===== config.mk =====
export PLATFORM = sky130hd
export DESIGN_NAME = wb_select_stage_flat
export DESIGN_NICKNAME = d
export VERILOG_FILES = /design/src/rtl/wb_select_stage_if.sv /design/src/rtl/wb_select_stage.sv /design/src/flat_wrapper.sv
export SDC_FILE = /design/constraint.sdc
export NUM_CORES = 1
export LEC_CHECK = 0
export BUFFER_PORTS_ARGS = -buffer_cell sky130_fd_sc_hd__buf_2
export CORE_MARGIN = 3
export CORE_UTILIZATION = 30
export DETAILED_ROUTE_END_ITERATION = 8
export GPL_TIMING_DRIVEN = 0
export SLEW_MARGIN = 20
export SYNTH_ARGS = -nofsm -noshare
export SYNTH_HDL_FRONTEND = slang
export SYNTH_SLANG_ARGS = --single-unit

===== constraint.sdc =====
create_clock -name clk -period 5.7 [get_ports clk]
set_input_delay 0.57 -clock clk [delete_from_list [all_inputs] [get_ports clk]]
set_output_delay 0.57 -clock clk [all_outputs]
set_load 0.02 [all_outputs]

===== src/rtl/wb_select_stage_if.sv =====
// Bundle between the issue stage and the writeback-select stage: instruction in,
// source data in, register-file write and status out.
interface wb_select_stage_if #(
   parameter int DATA_W = 32,
   parameter int IMM_W  = 23,
   parameter int NSRC   = 9,
   parameter int SEL_W  = 4,
   parameter int ADDR_W = 5
);
   logic                   in_valid;
   logic                   in_ready;
   logic [SEL_W-1:0]       sel;
   logic [IMM_W-1:0]       imm;
   logic                   imm_sext;
   logic [ADDR_W-1:0]      dest;
   logic                   we_in;
   logic [NSRC*DATA_W-1:0] src_data;
   logic [NSRC-1:0]        src_vld;
   logic                   flush;
   logic                   wb_valid;
   logic                   wb_we;
   logic [ADDR_W-1:0]      wb_addr;
   logic [DATA_W-1:0]      wb_data;
   logic                   stall;
   logic                   err_timeout;

   modport master (
      output in_valid, sel, imm, imm_sext, dest, we_in, src_data, src_vld, flush,
      input  in_ready, wb_valid, wb_we, wb_addr, wb_data, stall, err_timeout
   );

   modport slave (
      input  in_valid, sel, imm, imm_sext, dest, we_in, src_data, src_vld, flush,
      output in_ready, wb_valid, wb_we, wb_addr, wb_data, stall, err_timeout
   );
endinterface


===== src/rtl/wb_select_stage.sv =====
// Registered writeback-select stage: picks a result source or the extended immediate,
// stalls while the chosen source is not valid, and issues one register-file write.
//
// state  | meaning
// S_IDLE | accepting instructions; writes the following cycle when the source is ready
// S_WAIT | holding a latched instruction until its source is valid, flushed or timed out
module wb_select_stage #(
   parameter int DATA_W       = 32,
   parameter int IMM_W        = 23,
   parameter int NSRC         = 9,
   parameter int SEL_W        = 4,
   parameter int ADDR_W       = 5,
   parameter int TIMEOUT      = 255,
   parameter int ZERO_PROTECT = 1
) (
   input logic               clk,
   input logic               rst_n,
   wb_select_stage_if.slave  bus
);
   localparam int CNT_W = (TIMEOUT > 2) ? $clog2(TIMEOUT) : 1;

   typedef enum logic {S_IDLE, S_WAIT} state_t;

   state_t            state, state_nxt;
   logic [CNT_W-1:0]  cnt, cnt_nxt;
   logic [SEL_W-1:0]  lat_sel, lat_sel_nxt;
   logic [IMM_W-1:0]  lat_imm, lat_imm_nxt;
   logic              lat_sext, lat_sext_nxt;
   logic [ADDR_W-1:0] lat_dest, lat_dest_nxt;
   logic              lat_we, lat_we_nxt;
   logic              wb_valid_r, wb_valid_nxt;
   logic              wb_we_r, wb_we_nxt;
   logic [ADDR_W-1:0] wb_addr_r, wb_addr_nxt;
   logic [DATA_W-1:0] wb_data_r, wb_data_nxt;
   logic              err_r, err_nxt;

   logic [SEL_W-1:0]  eff_sel;
   logic [IMM_W-1:0]  eff_imm;
   logic              eff_sext;
   logic [DATA_W-1:0] imm_ext;
   logic [DATA_W-1:0] src_val;
   logic              src_rdy;
   logic              accept;
   logic              tmo_hit;

   // One resolver serves both the live instruction (IDLE) and the latched one (WAIT).
   assign eff_sel  = (state == S_WAIT) ? lat_sel  : bus.sel;
   assign eff_imm  = (state == S_WAIT) ? lat_imm  : bus.imm;
   assign eff_sext = (state == S_WAIT) ? lat_sext : bus.imm_sext;

   generate
      if (IMM_W >= DATA_W) begin : g_imm_trunc
         assign imm_ext = eff_imm[DATA_W-1:0];
      end else begin : g_imm_ext
         assign imm_ext = {{(DATA_W-IMM_W){eff_sext & eff_imm[IMM_W-1]}}, eff_imm};
      end
   endgenerate

   always_comb begin
      src_val = '0;
      src_rdy = 1'b1;
      if (eff_sel == SEL_W'(NSRC)) begin
         src_val = imm_ext;
      end else begin
         for (int k = 0; k < NSRC; k++) begin
            if (eff_sel == SEL_W'(k)) begin
               src_val = bus.src_data[k*DATA_W +: DATA_W];
               src_rdy = bus.src_vld[k];
            end
         end
      end
   end

   assign bus.in_ready    = (state == S_IDLE) && !bus.flush;
   assign bus.stall       = (state == S_WAIT);
   assign bus.wb_valid    = wb_valid_r;
   assign bus.wb_we       = wb_we_r;
   assign bus.wb_addr     = wb_addr_r;
   assign bus.wb_data     = wb_data_r;
   assign bus.err_timeout = err_r;

   assign accept  = bus.in_valid && bus.in_ready;
   assign tmo_hit = (TIMEOUT != 0) && (cnt == CNT_W'(TIMEOUT - 1));

   always_comb begin
      state_nxt    = state;
      cnt_nxt      = cnt;
      lat_sel_nxt  = lat_sel;
      lat_imm_nxt  = lat_imm;
      lat_sext_nxt = lat_sext;
      lat_dest_nxt = lat_dest;
      lat_we_nxt   = lat_we;
      wb_valid_nxt = 1'b0;
      wb_we_nxt    = 1'b0;
      wb_addr_nxt  = wb_addr_r;
      wb_data_nxt  = wb_data_r;
      err_nxt      = err_r;
      unique case (state)
         S_IDLE: begin
            if (accept) begin
               if (src_rdy) begin
                  wb_valid_nxt = 1'b1;
                  wb_addr_nxt  = bus.dest;
                  wb_data_nxt  = src_val;
                  wb_we_nxt    = bus.we_in && !((ZERO_PROTECT != 0) && (bus.dest == '0));
               end else begin
                  lat_sel_nxt  = bus.sel;
                  lat_imm_nxt  = bus.imm;
                  lat_sext_nxt = bus.imm_sext;
                  lat_dest_nxt = bus.dest;
                  lat_we_nxt   = bus.we_in;
                  cnt_nxt      = '0;
                  state_nxt    = S_WAIT;
               end
            end
         end
         S_WAIT: begin
            // Flush outranks both arriving data and timeout expiry.
            if (bus.flush) begin
               cnt_nxt   = '0;
               state_nxt = S_IDLE;
            end else if (src_rdy || tmo_hit) begin
               wb_valid_nxt = 1'b1;
               wb_addr_nxt  = lat_dest;
               wb_data_nxt  = src_rdy ? src_val : '0;
               wb_we_nxt    = lat_we && !((ZERO_PROTECT != 0) && (lat_dest == '0));
               err_nxt      = err_r || !src_rdy;
               cnt_nxt      = '0;
               state_nxt    = S_IDLE;
            end else begin
               cnt_nxt = cnt + 1'b1;
            end
         end
         default: state_nxt = S_IDLE;
      endcase
   end

   always_ff @(posedge clk or negedge rst_n) begin
      if (!rst_n) begin
         state      <= S_IDLE;
         cnt        <= '0;
         lat_sel    <= '0;
         lat_imm    <= '0;
         lat_sext   <= 1'b0;
         lat_dest   <= '0;
         lat_we     <= 1'b0;
         wb_valid_r <= 1'b0;
         wb_we_r    <= 1'b0;
         wb_addr_r  <= '0;
         wb_data_r  <= '0;
         err_r      <= 1'b0;
      end else begin
         state      <= state_nxt;
         cnt        <= cnt_nxt;
         lat_sel    <= lat_sel_nxt;
         lat_imm    <= lat_imm_nxt;
         lat_sext   <= lat_sext_nxt;
         lat_dest   <= lat_dest_nxt;
         lat_we     <= lat_we_nxt;
         wb_valid_r <= wb_valid_nxt;
         wb_we_r    <= wb_we_nxt;
         wb_addr_r  <= wb_addr_nxt;
         wb_data_r  <= wb_data_nxt;
         err_r      <= err_nxt;
      end
   end
endmodule


===== src/flat_wrapper.sv =====
// flat-port wrapper written by rule: the top's interface ports become plain ports
module wb_select_stage_flat 
#(
   parameter int DATA_W       = 32,
   parameter int IMM_W        = 23,
   parameter int NSRC         = 9,
   parameter int SEL_W        = 4,
   parameter int ADDR_W       = 5,
   parameter int TIMEOUT      = 255,
   parameter int ZERO_PROTECT = 1
)
  (clk, rst_n, bus_in_valid, bus_sel, bus_imm, bus_imm_sext, bus_dest, bus_we_in, bus_src_data, bus_src_vld, bus_flush, bus_in_ready, bus_wb_valid, bus_wb_we, bus_wb_addr, bus_wb_data, bus_stall, bus_err_timeout);
  wb_select_stage_if #(.DATA_W(DATA_W), .IMM_W(IMM_W), .NSRC(NSRC), .SEL_W(SEL_W), .ADDR_W(ADDR_W)) bus_i ();
  input logic clk;
  input logic rst_n;
  input wire logic [$bits(bus_i.in_valid)-1:0] bus_in_valid;
  input wire logic [$bits(bus_i.sel)-1:0] bus_sel;
  input wire logic [$bits(bus_i.imm)-1:0] bus_imm;
  input wire logic [$bits(bus_i.imm_sext)-1:0] bus_imm_sext;
  input wire logic [$bits(bus_i.dest)-1:0] bus_dest;
  input wire logic [$bits(bus_i.we_in)-1:0] bus_we_in;
  input wire logic [$bits(bus_i.src_data)-1:0] bus_src_data;
  input wire logic [$bits(bus_i.src_vld)-1:0] bus_src_vld;
  input wire logic [$bits(bus_i.flush)-1:0] bus_flush;
  output wire logic [$bits(bus_i.in_ready)-1:0] bus_in_ready;
  output wire logic [$bits(bus_i.wb_valid)-1:0] bus_wb_valid;
  output wire logic [$bits(bus_i.wb_we)-1:0] bus_wb_we;
  output wire logic [$bits(bus_i.wb_addr)-1:0] bus_wb_addr;
  output wire logic [$bits(bus_i.wb_data)-1:0] bus_wb_data;
  output wire logic [$bits(bus_i.stall)-1:0] bus_stall;
  output wire logic [$bits(bus_i.err_timeout)-1:0] bus_err_timeout;
  assign bus_i.in_valid = bus_in_valid;
  assign bus_i.sel = bus_sel;
  assign bus_i.imm = bus_imm;
  assign bus_i.imm_sext = bus_imm_sext;
  assign bus_i.dest = bus_dest;
  assign bus_i.we_in = bus_we_in;
  assign bus_i.src_data = bus_src_data;
  assign bus_i.src_vld = bus_src_vld;
  assign bus_i.flush = bus_flush;
  assign bus_in_ready = bus_i.in_ready;
  assign bus_wb_valid = bus_i.wb_valid;
  assign bus_wb_we = bus_i.wb_we;
  assign bus_wb_addr = bus_i.wb_addr;
  assign bus_wb_data = bus_i.wb_data;
  assign bus_stall = bus_i.stall;
  assign bus_err_timeout = bus_i.err_timeout;
  wb_select_stage #(.DATA_W(DATA_W), .IMM_W(IMM_W), .NSRC(NSRC), .SEL_W(SEL_W), .ADDR_W(ADDR_W), .TIMEOUT(TIMEOUT), .ZERO_PROTECT(ZERO_PROTECT)) u_core (.clk(clk), .rst_n(rst_n), .bus(bus_i));
endmodule

### Word level (Yosys, flattened, before mapping)

Cells that the tools add are included.

| word-level totals | value |
|---|---|
| flip-flop bits (word level) | 83 |
| output and inout port bits | 42 |

| operators by class | value |
|---|---|
| add/sub/neg operators | 1 |
| eq/ne operators | 15 |
| muxes and demuxes | 54 |
| bitwise logic cells | 4 |
| reduce and logical (&&, ||, !) cells | 17 |

Operator list:

| cell | count |
|---|---|
| two-way mux 32 bit | 15 |
| case mux 32 bit (2 select lines) | 1 |
| two-way mux 8 bit | 4 |
| two-way mux 1 bit | 23 |
| two-way mux 23 bit | 1 |
| two-way mux 5 bit | 4 |
| equality test 4 x 3 -> 1 bit (second input constant) | 4 |
| case mux 8 bit (2 select lines) | 1 |
| zero test 5 bit | 2 |
| case mux 5 bit (2 select lines) | 1 |
| adder 8 x 1 -> 8 bit (second input constant) | 1 |
| equality test 4 x 2 -> 1 bit (second input constant) | 2 |
| equality test 4 bit (second input constant) | 2 |
| equality test 8 bit (second input constant) | 1 |
| != test 2 bit (second input constant) | 3 |
| case mux 1 bit (2 select lines) | 3 |
| AND reduction 3 bit | 2 |
| equality test 4 x 1 -> 1 bit (second input constant) | 1 |
| logical AND 1 bit | 4 |
| zero test 1 bit | 4 |
| zero test 4 bit | 1 |
| two-way mux 4 bit | 1 |
| != test 2 x 1 -> 1 bit (second input constant) | 2 |
| AND reduction 4 bit | 1 |
| 4 further kinds | 7 |

### Longest topological paths before layout

Gate-level depths: netlist of the first run.

| depth | value |
|---|---|
| depth after elaboration | 16 |
| gate-level depth with buffers | 11 |
| gate-level depth less buffers | 6 |

### Worst setup path before layout of the first run

No wires, ideal clock.

| path | value |
|---|---|
| kind | reg-to-reg |
| start | reg u_core.state (netlist: u_core.bus.stall) |
| end | reg u_core.lat_dest[4] |
| setup time | 125 ps |
| data arrival time | 2491 ps |
| setup slack | 3084 ps |
| cell stages (with the launch flop) | 11 |
| period minus slack after synthesis | 2616 ps |
| path through | dfrtp_1 > buf_6 > mux2_1 > buf_4 > o21ai_0 > o32ai_2 > o31a_1 > buf_4 > nand2_4 > buf_6 > mux2_4 |

| between the ends | value |
|---|---|
| longest elaborated chain between the ends | 14 |
| elaborated cells on any way between the ends | 26 |

Ends and longest elaborated chain:

| item | RTL line | text |
|---|---|---|
| start: declaration | wb_select_stage.sv:24 | `state_t state, state_nxt;` |
| start signal: assignment | wb_select_stage.sv:153 | `state <= state_nxt;` |
| two-way mux 4 bit | wb_select_stage.sv:47 | `assign eff_sel = (state == S_WAIT) ? lat_sel : bus.sel;` |
| zero test 4 bit | wb_select_stage.sv:66 | `if (eff_sel == SEL_W'(k)) begin` |
| two-way mux 1 bit (9 in series) | wb_select_stage.sv:66 |  |
| two-way mux 1 bit | wb_select_stage.sv:62 | `if (eff_sel == SEL_W'(NSRC)) begin` |
| inverter 1 bit (no source line) | -- |  |
| AND reduction 3 bit (no source line) * | -- |  |
| end signal: assignment | wb_select_stage.sv:158 | `lat_dest <= lat_dest_nxt;` |
| end: declaration | wb_select_stage.sv:29 | `logic [ADDR_W-1:0] lat_dest, lat_dest_nxt;` |

Mark *: on every way between the ends. The rest lies on a longest branch, timed or not.
A chain may end at the register's enable or synchronous reset.

### Worst setup path in the final report of the first run

| path | value |
|---|---|
| start | reg u_core.state (netlist: u_core.bus.stall) |
| end | reg u_core.wb_data_r[19] (netlist: u_core.bus.wb_data[19]) |

| between the ends | value |
|---|---|
| longest elaborated chain between the ends | 16 |
| elaborated cells on any way between the ends | 47 |

Ends and longest elaborated chain:

| item | RTL line | text |
|---|---|---|
| two-way mux 4 bit | wb_select_stage.sv:47 |  |
| zero test 4 bit | wb_select_stage.sv:66 |  |
| two-way mux 32 bit / two-way mux 1 bit (equally long branches) (9 in series) | wb_select_stage.sv:66 |  |
| two-way mux 32 bit / two-way mux 1 bit (equally long branches) | wb_select_stage.sv:62 |  |
| two-way mux 32 bit | wb_select_stage.sv:125 | `wb_data_nxt = src_rdy ? src_val : '0;` |
| two-way mux 32 bit | wb_select_stage.sv:122 | `end else if (src_rdy \|\| tmo_hit) begin` |
| two-way mux 32 bit | wb_select_stage.sv:119 | `if (bus.flush) begin` |
| case mux 32 bit (2 select lines) | wb_select_stage.sv:98 | `unique case (state)` |
| end signal: assignment | wb_select_stage.sv:163 | `wb_data_r <= wb_data_nxt;` |
| end: declaration | wb_select_stage.sv:34 | `logic [DATA_W-1:0] wb_data_r, wb_data_nxt;` |

Parallel ways exist; a longest one is shown, timed or not. The select of a mux whose other input is x is not followed.

==> results of run 1 <==
[per-stage QoR]
step	power, mW	utilization, %	cell area [um^2]	setup slack [ps]	hold WS (ps)
2_1_floorplan	1.71	-	6290	3080	274
3_3_place_gp	2.19	41.6	8490	1990	444
3_5_place_dp	2.21	41.7	8520	2040	452
4_1_cts	2.81	43.1	8810	2180	222
5_1_grt	2.94	43.2	8820	1990	245
6_report	2.80	43.2	8820	2140	207
[state kept, by name, indices dropped and copies added (netlist names)]
register and count:
u_core.cnt 8, u_core.lat_imm 23, u_core.bus.wb_valid 1, u_core.bus.err_timeout 1, u_core.lat_sext 1, u_core.lat_sel 4
u_core.bus.stall 1, u_core.bus.wb_data 32, u_core.bus.wb_addr 5, u_core.lat_we 1, u_core.bus.wb_we 1, u_core.lat_dest 5
[cells in the mapped netlist (all sizes together) (2+ instances only)]
| master | n | share of area, % |
|---|---|---|
| and3b | 3 | 0.42 |
| and4b | 2 | 0.32 |
| a2111oi | 19 | 2.6 |
| o22ai | 20 | 2.0 |
| and3 | 5 | 0.50 |
| nand4 | 5 | 0.50 |
| nor3b | 4 | 0.56 |
| ha | 2 | 0.40 |
| o21ai | 12 | 0.96 |
| nor2 | 42 | 2.5 |
| nor2b | 5 | 0.50 |
| nand2 | 38 | 2.4 |
| o2bb2ai | 24 | 3.3 |
| mux2i | 48 | 7.7 |
| a221o | 2 | 0.32 |
| mux4 | 3 | 1.1 |
| o211ai | 4 | 0.48 |
| a22o | 48 | 6.7 |
| a211oi | 11 | 1.7 |
| or2 | 2 | 0.20 |
| nand2b | 2 | 0.20 |
| nand3 | 16 | 1.4 |
| a21o | 2 | 0.24 |
| a21oi | 27 | 2.3 |
| inv | 11 | 0.66 |
| nor3 | 5 | 0.56 |
| o31ai | 2 | 0.24 |
| buf | 31 | 3.2 |
| o32ai | 18 | 2.6 |
| nor4bb | 2 | 0.32 |
| o221ai | 7 | 0.98 |
| a222oi | 7 | 1.1 |
| a221oi | 8 | 1.1 |
| a32oi | 2 | 0.28 |
| mux2 | 49 | 11 |
| o21a | 2 | 0.24 |
| a32o | 2 | 0.32 |
| a22oi | 6 | 0.72 |
| dfrtp | 83 | 33 |
| and2 | 4 | 0.40 |
| clkbuf | 22 | 1.3 |
[routing by layer]
layer	wire [um]	up-vias	part of all wire, %	GRT usage, %
met5	0	-	0	0
met4	1030	0	3.3	10.4
met3	2700	62	8.6	5.45
met2	15000	456	47	42.7
met1	12900	3486	41	33.6
li1	-	3309	-	-
[cell type report]
type / count / share of cell area [%]
timing repair buffer: 374 / 21.5
buffer: 53 / 3.22
clock buffer: 9 / 2.55
sequential: 83 / 23.5
antenna: 2 / 0.0567
clock inverter: 7 / 0.780
multi-input combinational: 482 / 44.0
tap: 270 / 3.83
inverter: 11 / 0.468
[report_power, final]
group	total (mW)	switching, mW	internal [mW]
registers	0.981	0.154	0.828
clock network	0.588	0.250	0.338
logic	1.23	0.661	0.570
[logic make-up after synthesis]
family | after synthesis
adder cells (fa/ha/maj) | 2
XOR/XNOR | 2
AND/OR/NAND/NOR | 142
multiplexers | 100
flip-flops | 83
AO/OA/AOI/OAI | 236
buffers and inverters | 64
[final timing paths]
| path | slack, ps | to | startpoint |
|---|---|---|---|
| min in group clk | 460 | u_core.bus.err_timeout$_DFFE_PN0P_ | u_core.bus.err_timeout$_DFFE_PN0P_ |
| setup reg to reg | 2140 | u_core.bus.wb_data[19]$_DFFE_PN0P_ | u_core.bus.stall$_DFF_PN0_ |
| max in group asynchronous | 4870 | u_core.bus.wb_data[27]$_DFFE_PN0P_ | rst_n |
| setup / recovery | 2140 | u_core.bus.wb_data[19]$_DFFE_PN0P_ | u_core.bus.stall$_DFF_PN0_ |
| hold / removal | 210 | u_core.bus.wb_addr[1]$_DFFE_PN0P_ | rst_n |
| hold reg to reg | 460 | u_core.bus.err_timeout$_DFFE_PN0P_ | u_core.bus.err_timeout$_DFFE_PN0P_ |
==> flow_metrics.tcl, run 1 <==
set metrics [dict create \
    die_h_um 151 \
    grt_use_total_pct 26.1 \
    port_buffers 373 \
    wl_mm 31.6 \
    die_area_um2 22700 \
    synth_edf_count 0 \
    tightest_slew_ps 1020 \
    synthAdderAreaFrac_pct 0.398 \
    crit_family "buffers and inverters" \
    yosys.area_share.simple_pct 11.7 \
    skew_ps 6.51 \
    hold_class "primary input to async pin" \
    reg2reg_depth 8 \
    status "finished, final reports clean" \
    power_density_nw_per_um2 317 \
    row_count 52 \
    final_common_cell "buf_2" \
    clock-sinks 83 \
    ios 377 \
    fmax_mhz 281 \
    critPathSlowestCell "clkbuf_1" \
    postSynth.asyncResetShare_pct 100 \
    nets 1351 \
    post_cts_buffers 0 \
    syn_area_um2 6290 \
    ir_worst_vdd_uv 164 \
    startpoint_type "flip-flop" \
    grt_max_degree 47 \
    relSlewSlack_pct 31.3 \
    ctsResizeCount 0 \
    die_x_um 151 \
    ys.flop_type "dfrtp_1" \
    crit_buf_inv 2 \
    route.detailed.drc 0 \
    synthXorXnorAreaFrac_pct 0.279 \
    drtPass1Iterations 5 \
    place_congestion 0.925 \
    drive_gt1_share_pct 46.5 \
    regArea_um2 2080 \
    final.min_clock_period_ps 3560 \
    synthMuxAreaShare_pct 19.3 \
    critPathKind "flip-flop to flip-flop" \
    crit_cells 8 \
    synth_compound_area_share_pct 30.1 \
    drt_iter0_markers 382 \
    clk_latency_ps 350 \
    cts_hold_buffers 0 \
    core_area_um2 20400 \
    num_vias 7313 \
    drv_cap 0 \
    setup_viol 0 \
    worstPathArrival_ps 3840 \
    grt_pass1_vias 7174 \
    power.leakage_nw 4.33 \
    hold_viol 0 \
    start_util_pct 30.8 \
    dp_hpwl_mm 24.8 \
    layout_common_cells "buf_2 (389), dfrtp_1 (83), a22o_1 (48)" \
    maxSlewViolCount 0 \
    wl_per_cell_um 24.5 \
    dp.cells 1273 \
    min_period_over_period_pct 62.4 \
    vias_per_cell 5.66 \
    numCtsBuffers 9 \
    ys_ff_latch 83 \
    synth_nets 966 \
    clk_path_buf_depth 2 \
    grt_overflow 0 \
    grt_first_pass_wirelength_mm 43.5 \
    synth_top_family_by_area "compound AO/OA/AOI/OAI gates" \
    synth_cell_types 80 \
    avgSynthCellArea_um2 9.99 \
    multi_input_area_um2 3880 \
    path_clk_slew_ps 60 \
    area_delta_synth_final_pct 40.3 \
    crit_fanout 10 \
    root_buffer "clkbuf_16" \
    cts_tree "yes" \
    rsz0062_at_grt "no" \
    ant_nets 0 \
    required_ps 5980 \
    ys_seq_area_share_pct 33.0 \
    grt_antenna_before_repair 1 \
    cts_max_level 3 \
    path_cells "mux2i_1, buf_2, nor2_1, nand2_1, clkbuf_1, o22ai_1, o32ai_1, a22o_1" \
    synthCells 629 \
    final_cells 1291 \
    yosys_warnings 0 \
    final.setup.tns_ps 0 \
    endpoint_kind "flip-flop" \
    n_fill_cell 2085 \
    max_stage_delay_ps 570 \
]
Power figures use the tool's default switching activity.
==> run 2, diff against run 1 <==
==> constraint.sdc (replaced) <==
create_clock -name clk -period 3.3 [get_ports clk]
set_input_delay 0.33 -clock clk [delete_from_list [all_inputs] [get_ports clk]]
set_output_delay 0.33 -clock clk [all_outputs]
set_load 0.02 [all_outputs]
==> flow_metrics.tcl, run 2 (synthesis results as in run 1) <==
set metrics [dict create \
    status "finished, final reports clean" \
    grt_antenna_before_repair 1 \
    grt_use_total_pct 26.1 \
    final.min_clock_period_ps 3250 \
    start_util_pct 30.8 \
    cts_max_level 3 \
    fmax_mhz 308 \
    largest_reg_flops 32 \
    required_ps 3580 \
    cts_tree "yes" \
    comb_power_share_pct 44.2 \
    drtPass1Iterations 5 \
    num_vias 7282 \
    root_buffer "clkbuf_16" \
    place_congestion 0.925 \
    die_h_um 151 \
    drive_gt1_share_pct 47.5 \
    area_delta_synth_final_pct 41.8 \
    die_x_um 151 \
    grt_overflow 0 \
    switching_share_pct 38.1 \
    core_area_um2 20400 \
    setup_viol 0 \
    placed_cell_area_um2 8520 \
    ir_worst_vdd_uv 285 \
    p_sw_mw 1.85 \
    final.setup.tns_ps 0 \
    power_density_nw_per_um2 545 \
    relSlewSlack_pct 39.6 \
    nets 1354 \
    layout_common_cells "buf_2 (388), dfrtp_1 (83), a22o_1 (48)" \
    dp_hpwl_mm 24.8 \
    clock-sinks 83 \
    vias_per_cell 5.63 \
    grt_max_degree 47 \
    grt_first_pass_wirelength_mm 43.5 \
    clock_power_share_pct 20.9 \
    clk_path_buf_depth 2 \
    power.leakage_nw 4.36 \
    wl_mm 31.6 \
    rsz0062_at_grt "yes" \
    finalInstanceArea_um2 8910 \
    grt_pass1_vias 7178 \
    drt_iter0_markers 386 \
    hold_class "primary input to flip-flop" \
    worstPathArrival_ps 3530 \
    route.detailed.drc 0 \
    pwr-share-seq_pct 34.9 \
    hold_viol 0 \
    endpoint_kind "flip-flop" \
    startpoint_type "flip-flop" \
    dp.cells 1273 \
    row_count 52 \
    clk_latency_ps 350 \
    maxSlewViolCount 0 \
    ant_nets 0 \
    post-route-util_pct 43.6 \
    die_area_um2 22700 \
    numCtsBuffers 9 \
    final_common_cell "buf_2" \
    power.internal_mw 3.01 \
    critPathKind "flip-flop to flip-flop" \
    port_buffers 373 \
    wl_per_cell_um 24.4 \
    crit_fanout 10 \
    ios 377 \
    final_cells 1294 \
    tightest_slew_ps 903 \
    drv_cap 0 \
    min_period_over_period_pct 98.5 \
    path_clk_slew_ps 70 \
    skew_ps 6.74 \
]
[run 2: cell types whose count changed in the layout (fill, tap and decap cells not counted), sizes merged]
cell         change
dlygate4sd3      +1
clkbuf           +2
[run 2: per-stage QoR]
| step | power (mW) | hold WS (ps) | worst slack (ps) |
|---|---|---|---|
| 2_1_floorplan | 2.96 | 34.4 | 684 |
| 3_3_place_gp | 3.79 | 444 | -183 |
| 3_5_place_dp | 3.81 | 355 | -168 |
| 4_1_cts | 4.85 | 214 | 12.3 |
| 6_report | 4.86 | 223 | 50.5 |
| 5_1_grt | 5.11 | 222 | -27.0 |
[run 2: critical path: stages (launching register included)]
cell,delay (ps)
dfrtp_1,540
buf_6,200
buf_6,150
buf_4,200
nand3b_1,230
a211oi_2,260
clkbuf_1,610
a22o_1,250
a2111oi_0,50
o32ai_1,490
a22o_1,200
[run 2: final timing paths]
check                           cells after the start                               start  slack (ps)                                 end
worst max-delay path                               10          u_core.bus.stall$_DFF_PN0_          50  u_core.bus.wb_data[19]$_DFFE_PN0P_
worst min register to register                      1  u_core.bus.err_timeout$_DFFE_PN0P_         460  u_core.bus.err_timeout$_DFFE_PN0P_
min in group asynchronous                           2                               rst_n         510   u_core.bus.wb_addr[1]$_DFFE_PN0P_
worst min-delay path                                2                         bus_imm[19]         220      u_core.lat_imm[19]$_DFFE_PN0P_
max in group asynchronous                           3                               rst_n        2160  u_core.bus.wb_data[27]$_DFFE_PN0P_
worst max register to register                     10          u_core.bus.stall$_DFF_PN0_          50  u_core.bus.wb_data[19]$_DFFE_PN0P_
[run 2: power groups by stage]
stage          logic, mW  registers (mW)  clock network (mW)
2_1_floorplan       1.07            1.89                   0
3_3_place_gp        2.10            1.69                   0
3_5_place_dp        2.12            1.69                   0
4_1_cts             2.13            1.69                1.03
5_1_grt             2.28            1.74                1.08
6_report            2.15            1.70                1.02
[run 2: layout make-up]
class | instances | area [um^2]
inverter | 11 | 41.3
clock buffer | 9 | 225
multi-input combinational | 482 | 3930
fill | 2076 | 11500
tap | 270 | 338
antenna | 2 | 5.00
timing repair buffer | 377 | 1930
clock inverter | 7 | 68.8
sequential | 83 | 2080
buffer | 53 | 292
[run 2: timing repair]
item / CTS / global route
setup endpoints to repair: 5 / 23
resized for setup: 4 / 12
setup buffers: 0 / 2
pin swaps: 0 / 1
endpoints found under the hold margin: 37 / 0
hold buffers: 1 / 0
[run 2: layer usage]
metal  global-route usage [%]  part of all wire (%)
met5                        0                     0
met1                     33.7                    41
met4                     10.4                   3.2
met2                     42.7                    47
met3                     5.45                   8.2
==> run 3, diff against run 2 <==
==> constraint.sdc (replaced) <==
create_clock -name clk -period 3.4 [get_ports clk]
set_input_delay 0.34 -clock clk [delete_from_list [all_inputs] [get_ports clk]]
set_output_delay 0.34 -clock clk [all_outputs]
set_load 0.02 [all_outputs]
==> flow_metrics.tcl, run 3 (synthesis results as in run 1) <==
set metrics [dict create \
    grt_use_total_pct 26.1 \
    largest_reg_flops 32 \
    cts_tree "yes" \
    top_layer "met4" \
    grt_first_pass_wirelength_mm 43.5 \
    ios 377 \
    power.leakage_nw 4.34 \
    grt_antenna_before_repair 1 \
    die_h_um 151 \
    dp_hpwl_mm 24.8 \
    grt_pass1_vias 7178 \
    worstPathArrival_ps 3590 \
    core_area_um2 20400 \
    required_ps 3630 \
    wl_per_cell_um 24.4 \
    die_area_um2 22700 \
    wl_met3_mm 2.57 \
    drt_iter0_markers 401 \
    port_buffers 373 \
    path_cells "buf_6, buf_6, buf_4, and4b_1, a31oi_1, nor2_1, clkbuf_1, buf_2, a222oi_1, nand3_1, a22o_1" \
    max_stage_delay_ps 490 \
    rsz0062_at_grt "no" \
    vias_per_cell 5.62 \
    root_buffer "clkbuf_16" \
    post-place-ws_ps -67.6 \
    endpoint_kind "flip-flop" \
    numCtsBuffers 9 \
    clk_latency_ps 350 \
    route.detailed.drc 0 \
    relSlewSlack_pct 41.7 \
    setup_viol 0 \
    clock-sinks 83 \
    final_common_cell "buf_2" \
    ir_worst_vdd_uv 277 \
    wl_mm 31.5 \
    start_util_pct 30.8 \
    layout_common_cells "buf_2 (389), dfrtp_1 (83), a22o_1 (48)" \
    hold_ws_ps 233 \
    wl_met2_mm 15.0 \
    grt_overflow 0 \
    place_congestion 0.925 \
    n_fill_cell 2081 \
    drtPass1Iterations 4 \
    hold_viol 0 \
    die_x_um 151 \
    final.min_clock_period_ps 3360 \
    fmax_mhz 298 \
    skew_ps 8.04 \
    min_period_over_period_pct 98.7 \
    row_count 52 \
    drt-met1-wl_mm 13.0 \
    drv_cap 0 \
    crit_fanout 10 \
    critPathSlowestCell "dfrtp_1" \
    final.setup.tns_ps 0 \
    drive_gt1_share_pct 46.9 \
    post_cts_buffers 0 \
    critPathKind "flip-flop to flip-flop" \
    hold_class "primary input to flip-flop" \
    startpoint_type "flip-flop" \
    power_density_nw_per_um2 531 \
    ant_nets 0 \
    finalWorstSetupSlack_ps 44.0 \
    path_clk_slew_ps 70 \
    crit_buf_inv 5 \
    num_vias 7266 \
    status "finished, final reports clean" \
    post-route-util_pct 43.4 \
    maxSlewViolCount 0 \
    regArea_um2 2080 \
    clk_path_buf_depth 2 \
    crit_family "buffers and inverters" \
    crit_path_frequent_cell "buf_6" \
    nets 1352 \
    area_delta_synth_final_pct 40.9 \
    cts_max_level 3 \
    tightest_slew_ps 872 \
    multi_input_area_um2 3910 \
    grt_max_degree 47 \
]
run 3: through the flow:
step | power, mW | cell area (um^2) | std cells
floorplan | 2.87 | 6290 | 629
global placement | 3.68 | 8490 | 1272
detailed placement | 3.70 | 8520 | 1273
CTS | 4.71 | 8830 | 1290
global route | 4.94 | 8850 | 1291
finish | 4.70 | 8860 | 1292
run 3: what timing repair did:
action / CTS / global route
hold endpoints to repair: 13 / 0
pin swaps: 0 / 0
gates resized for setup: 2 / 7
hold buffers: 1 / 0
endpoints found under the setup margin: 1 / 10
run 3: path summary, 6_finish.rpt:
check                      cells after the start                          startpoint  slack (ps)                                 end
setup / recovery                              11          u_core.bus.stall$_DFF_PN0_          40  u_core.bus.wb_data[29]$_DFFE_PN0P_
hold / removal                                 2                         bus_imm[13]         230      u_core.lat_imm[13]$_DFFE_PN0P_
setup reg to reg                              11          u_core.bus.stall$_DFF_PN0_          40  u_core.bus.wb_data[29]$_DFFE_PN0P_
hold reg to reg                                1  u_core.bus.err_timeout$_DFFE_PN0P_         460  u_core.bus.err_timeout$_DFFE_PN0P_
max in group asynchronous                      3                               rst_n        2250  u_core.bus.wb_data[27]$_DFFE_PN0P_
min in group asynchronous                      2                               rst_n         520   u_core.bus.wb_addr[1]$_DFFE_PN0P_
run 3: per-layer routing:
layer / global-route usage [%] / vias to the layer above
li1: - / 3308
met1: 33.7 / 3485
met2: 42.7 / 416
met3: 5.45 / 57
met4: 10.4 / 0
met5: 0 / -
run 3: where the power goes:
part	leakage, nW	internal, mW	switching (mW)
Clock	0.141	0.566	0.420
Sequential	1.05	1.39	0.257
Combinational	3.15	0.959	1.11
run 3: layout make-up:
| type | instances | share of cell area [%] |
|---|---|---|
| diodes | 2 | 0.0565 |
| plain buffers | 53 | 3.23 |
| clock buffers | 9 | 2.54 |
| clock inverters | 7 | 0.777 |
| inverters | 11 | 0.466 |
| multi-input cells | 482 | 44.1 |
| flip-flops and latches | 83 | 23.4 |
| well taps | 270 | 3.81 |
| repair buffers | 375 | 21.5 |
